<file path="src/rtl/multdiv_seq.sv">
// Iterative signed multiply/divide unit for the execute stage: radix-2 Booth multiply,
// non-restoring divide on magnitudes, one iteration per clock, registered outputs.
module multdiv_seq #(
  parameter int WIDTH = 32,
  parameter int CNT_W = 6
) (
  input  logic             clock,
  input  logic             reset,
  input  logic [WIDTH-1:0] data_operandA,
  input  logic [WIDTH-1:0] data_operandB,
  input  logic             ctrl_MULT,
  input  logic             ctrl_DIV,
  output logic [WIDTH-1:0] data_result,
  output logic             data_exception,
  output logic             data_resultRDY,
  output logic             busy
);

  typedef enum logic [1:0] {IDLE, MUL_RUN, DIV_RUN, DONE} state_t;

  localparam logic [WIDTH-1:0] INT_MIN = {1'b1, {(WIDTH-1){1'b0}}};

  state_t           state, state_nxt;
  logic [CNT_W-1:0] cnt;
  logic             start_mul, start_div, last_iter;

  // Shared datapath: hi is the Booth accumulator or the partial remainder (two guard bits),
  // lo is the multiplier or the dividend/quotient shift register, mcand is multiplicand or |divisor|.
  logic [WIDTH+1:0] hi, mcand;
  logic [WIDTH-1:0] lo;
  logic             q_m1;
  logic             neg_q, div_zero, div_ovf;

  logic [WIDTH-1:0]   abs_a, abs_b;
  logic [WIDTH+1:0]   b_sum, b_hi;
  logic [WIDTH-1:0]   b_lo;
  logic [2*WIDTH-1:0] prod;
  logic               mul_ovf;
  logic [WIDTH+1:0]   d_shift, d_rem;
  logic [WIDTH-1:0]   d_quo, d_res;

  assign abs_a = data_operandA[WIDTH-1] ? (~data_operandA + 1'b1) : data_operandA;
  assign abs_b = data_operandB[WIDTH-1] ? (~data_operandB + 1'b1) : data_operandB;

  always_ff @(posedge clock) begin
    if (reset) state <= IDLE;
    else       state <= state_nxt;
  end

  always_comb begin
    state_nxt = state;
    start_mul = 1'b0;
    start_div = 1'b0;
    last_iter = (cnt == CNT_W'(WIDTH-1));
    case (state)
      IDLE, DONE: begin
        // MULT has priority; a simultaneous DIV request is dropped.
        if (ctrl_MULT) begin
          start_mul = 1'b1;
          state_nxt = MUL_RUN;
        end else if (ctrl_DIV) begin
          start_div = 1'b1;
          state_nxt = DIV_RUN;
        end else begin
          state_nxt = IDLE;
        end
      end
      MUL_RUN, DIV_RUN: if (last_iter) state_nxt = DONE;
      default: state_nxt = IDLE;
    endcase
  end

  // Booth step: examine {lo[0], q_m1}, add/subtract, then arithmetic shift {hi,lo,q_m1} right.
  always_comb begin
    case ({lo[0], q_m1})
      2'b01:   b_sum = hi + mcand;
      2'b10:   b_sum = hi - mcand;
      default: b_sum = hi;
    endcase
    b_hi    = {b_sum[WIDTH+1], b_sum[WIDTH+1:1]};
    b_lo    = {b_sum[0], lo[WIDTH-1:1]};
    prod    = {b_hi[WIDTH-1:0], b_lo};
    mul_ovf = !((&prod[2*WIDTH-1:WIDTH-1]) || !(|prod[2*WIDTH-1:WIDTH-1]));
  end

  // Non-restoring step: quotient bit is 1 when the new partial remainder is non-negative.
  always_comb begin
    d_shift = {hi[WIDTH:0], lo[WIDTH-1]};
    d_rem   = hi[WIDTH+1] ? (d_shift + mcand) : (d_shift - mcand);
    d_quo   = {lo[WIDTH-2:0], ~d_rem[WIDTH+1]};
    if (div_zero)   d_res = '0;
    else if (neg_q) d_res = ~d_quo + 1'b1;
    else            d_res = d_quo;
  end

  always_ff @(posedge clock) begin
    if (reset) begin
      cnt            <= '0;
      hi             <= '0;
      lo             <= '0;
      q_m1           <= 1'b0;
      mcand          <= '0;
      neg_q          <= 1'b0;
      div_zero       <= 1'b0;
      div_ovf        <= 1'b0;
      data_result    <= '0;
      data_exception <= 1'b0;
      data_resultRDY <= 1'b0;
      busy           <= 1'b0;
    end else begin
      data_resultRDY <= 1'b0;
      if (start_mul) begin
        cnt   <= '0;
        busy  <= 1'b1;
        hi    <= '0;
        lo    <= data_operandB;
        q_m1  <= 1'b0;
        mcand <= {{2{data_operandA[WIDTH-1]}}, data_operandA};
      end else if (start_div) begin
        cnt      <= '0;
        busy     <= 1'b1;
        hi       <= '0;
        lo       <= abs_a;
        q_m1     <= 1'b0;
        mcand    <= {2'b00, abs_b};
        neg_q    <= data_operandA[WIDTH-1] ^ data_operandB[WIDTH-1];
        div_zero <= (data_operandB == '0);
        div_ovf  <= (data_operandA == INT_MIN) && (data_operandB == '1);
      end else if (state == MUL_RUN) begin
        cnt  <= cnt + 1'b1;
        hi   <= b_hi;
        lo   <= b_lo;
        q_m1 <= lo[0];
        if (last_iter) begin
          busy           <= 1'b0;
          data_resultRDY <= 1'b1;
          data_result    <= prod[WIDTH-1:0];
          data_exception <= mul_ovf;
        end
      end else if (state == DIV_RUN) begin
        cnt <= cnt + 1'b1;
        hi  <= d_rem;
        lo  <= d_quo;
        if (last_iter) begin
          // INT_MIN / -1 yields magnitude 2^31 with positive sign, i.e. INT_MIN itself.
          busy           <= 1'b0;
          data_resultRDY <= 1'b1;
          data_result    <= d_res;
          data_exception <= div_zero | div_ovf;
        end
      end
    end
  end

endmodule

</file>
<file path="config.mk">
export PLATFORM = sky130hd
export DESIGN_NAME = multdiv_seq
export DESIGN_NICKNAME = d
export VERILOG_FILES = /design/src/rtl/multdiv_seq.sv
export SDC_FILE = /design/constraint.sdc
export NUM_CORES = 1
export LEC_CHECK = 0
export CORE_UTILIZATION = 42
export DETAILED_ROUTE_END_ITERATION = 10
export PLACE_DENSITY = 0.58
export SLEW_MARGIN = 25
export SYNTH_ARGS = -nofsm -noshare
export SYNTH_HDL_FRONTEND = slang
export SYNTH_SLANG_ARGS = --single-unit
</file>
<file path="constraint.sdc">
create_clock -name clock -period 11.1 [get_ports clock]
set_clock_uncertainty 0.15 [all_clocks]
set_input_delay 1.11 -clock clock [delete_from_list [all_inputs] [get_ports clock]]
set_output_delay 1.11 -clock clock [all_outputs]
set_load 0.02 [all_outputs]
</file>
==> results.py <==
metrics = {
    "placed_design": {
        "port_buffers": 102,
        "place_ws_ns": 4.053,
        "gp_congestion": 0.8793,
        "dp_hpwl_um": 35660,
        "placed_area_um2": 15250,
    },
    "cts": {
        "cts_tree": "done",
        "root_buffer": "clkbuf_16",
        "hold_buffers": 0,
        "cts_max_level": 4,
        "clockBufferDepth": 2,
        "clkTransAtPathRegs_ns": 0.06,
        "postCtsSetupBuffers": 0,
        "cts_buffers": 17,
        "cts.sinks": 146,
        "cts_resized": 0,
        "clk_latency_ns": 0.43,
    },
    "floorplanning": {
        "initial_utilization_pct": 42.83,
        "rows": 66,
        "fp.dieH_um": 184.4,
        "die-width_um": 184.4,
        "io_pins": 103,
        "coreArea_um2": 32620,
        "die_area_um2": 34000,
    },
    "synth": {
        "syn_inst": 1893,
        "yosysWarnings": 0,
        "async_flop_share_pct": 0,
        "syn_avg_cell_area_um2": 7.381,
        "synth_top_flop_cell": "dfxtp_1",
        "synth_edf_count": 0,
        "synth_seq_area_share_pct": 20.92,
        "syn_area_um2": 13970,
        "ys_types": 81,
        "yosys_register_bits": 146,
        "synth_nets": 2039,
    },
    "timing": {
        "period_needed_ns": 7.313,
        "hold_viol_final": 0,
        "period_share_pct": 65.89,
        "worst_slack_ns": 3.787,
        "fin_tns_setup_ns": 0,
        "setup_viol": 0,
        "rsz0062_at_grt": "no",
        "worst_pin_slew_ns": 1.233,
        "final-max-slew-violation-count": 0,
        "max_freq_ghz": 0.1367,
        "relSlewSlack_pct": 17.06,
    },
    "global_route": {
        "grt_max_degree": 73,
        "grt_pass1_wl_um": 75020,
        "antenna_found_initial": 1,
        "grt_pass1_vias": 13512,
        "grt_usage_pct": 28.25,
        "overflow": 0,
    },
    "hold_path": {
        "hold_path.class": "reg2reg",
        "worstHoldPathCells": 2,
    },
    "status": {
        "status": "finished clean",
    },
    "setup_path": {
        "arrival_ns": 7.50,
        "cp_common_cell": "nand3_1",
        "start_kind": "flip-flop",
        "worstRegToRegCells": 28,
        "path_max_fanout": 10,
        "setup.worst_path.class": "reg2reg",
        "max_stage_delay_ns": 0.65,
        "end_kind": "flip-flop",
        "crit_required_ns": 11.29,
        "crit_path_top_delay_cell": "nor3b_1",
    },
    "layout": {
        "layout_common_cells": "nor2_1 (251), dfxtp_1 (146), nand2_1 (143), a21oi_1 (137), xnor2_1 (123)",
        "final_common_cell": "nor2_1",
        "finalNetCount": 2046,
        "drive_above_1_share_pct": 5.071,
        "syn_to_final_growth_pct": 13.83,
        "finalInstanceArea_um2": 15900,
        "final_util_pct": 48.76,
        "diodes": 0,
    },
    "routing": {
        "ant_nets": 0,
        "routed.top_layer": "met5",
        "via_per_inst": 6.161,
        "drcViolationCount": 0,
        "dr.pass1.iters": 7,
        "wl_per_cell_um": 20.38,
        "dr_wl_met2_um": 21330,
        "wl_um": 47990,
        "wl_met1_um": 22850,
        "vias": 14509,
        "wl_met3_um": 2922,
        "drt_iter0_drc": 1285,
    },
    "power_and_ir_drop": {
        "vdd_drop_max_mv": 0.1116,
        "p_leak_nw": 6.010,
        "powerDensity_nw_per_um2": 160.9,
    },
    "run": {
        "drv_cap": 0,
    },
}
cells in the mapped netlist, types with 16 or more instances:
library cell | instances | area (um^2)
and3_1 | 19 | 118.9
or4_1 | 22 | 165.2
buf_1 | 19 | 71.32
a311oi_1 | 21 | 183.9
xnor2_1 | 123 | 1077
a21oi_1 | 137 | 685.7
clkbuf_1 | 119 | 446.7
inv_1 | 43 | 161.4
nand2_1 | 143 | 536.8
dfxtp_1 | 146 | 2923
ha_1 | 76 | 950.9
a222oi_1 | 41 | 410.4
a211oi_1 | 55 | 412.9
nand3_1 | 32 | 160.2
o31ai_1 | 31 | 232.7
a31oi_1 | 16 | 100.1
and2_1 | 17 | 106.4
a221oi_1 | 22 | 192.7
a21o_1 | 36 | 270.3
nor2_1 | 255 | 957.2
or3_1 | 24 | 150.1
nand4_1 | 18 | 112.6
xor2_1 | 66 | 578.1
o21ai_0 | 104 | 520.5
mux2i_1 | 28 | 280.3
nor3_1 | 57 | 285.3
o211ai_1 | 20 | 150.1
path summary, 6_finish.rpt:
check                       start  slack [ns]              end
setup reg to reg         mcand[2]        3.79  data_result[26]
hold / removal    data_result[10]        0.34  data_result[10]
setup / recovery         mcand[2]        3.79  data_result[26]
hold reg to reg   data_result[10]        0.34  data_result[10]
metrics by stage:
| step | hold WS, ns | instances | power (mW) |
|---|---|---|---|
| 6_report | 0.3434 | 2355 | 2.559 |
| 3_5_place_dp | 0.3340 | 2323 | 1.885 |
| 5_1_grt | 0.3635 | 2355 | 2.732 |
| 3_3_place_gp | 0.3247 | 2323 | 1.871 |
| 2_1_floorplan | 0.2910 | 1893 | 1.564 |
| 4_1_cts | 0.3468 | 2355 | 2.559 |
registers in the layout (all words and copies together) (netlist names):
register        flops
state               2
div_ovf             1
q_m1                1
div_zero            1
mcand              33
hi                 34
neg_q               1
busy                1
lo                 32
data_resultRDY      1
cnt                 6
data_exception      1
data_result        32
power by group:
group / internal [mW] / total (mW) / switching [mW] / leakage [nW]
Combinational: 0.495 / 1.25 / 0.755 / 4.50
Clock: 0.426 / 0.668 / 0.242 / 0.321
Sequential: 0.566 / 0.641 / 0.0752 / 1.19
worst max-delay path: cells and delay by family (launching register included):
kind | cells | cell delay (ns)
buffers and inverters | 2 | 0.30
AND/OR/NAND/NOR | 14 | 4.02
XOR/XNOR | 3 | 0.41
adder cells (fa/ha/maj) | 2 | 0.51
flip-flops | 1 | 0.37
AO/OA/AOI/OAI | 7 | 1.46
kinds of logic after synthesis:
family | count (synthesis) | synth area share, %
buf+inv | 184 | 4.952
flops | 146 | 20.92
simple gates | 675 | 23.32
fa+ha+maj | 78 | 7.092
compound gates | 581 | 28.83
xor+xnor | 191 | 12.08
mux | 38 | 2.812
routing by layer:
layer	vias to the layer above	global-route usage (%)
met5	-	0
met4	2	7.533
met3	57	5.137
met2	409	43.79
met1	6999	39.80
li1	7042	-
layout make-up:
class | instances | area [um^2]
inverters | 45 | 168.9
clock inverters | 11 | 207.7
well taps | 442 | 553.0
repair buffers | 127 | 1206
clock buffers | 21 | 450.4
fillers | 3300 | 16710
multi-input cells | 1563 | 10400
flip-flops and latches | 146 | 2923
Power figures use the tool's default switching activity.
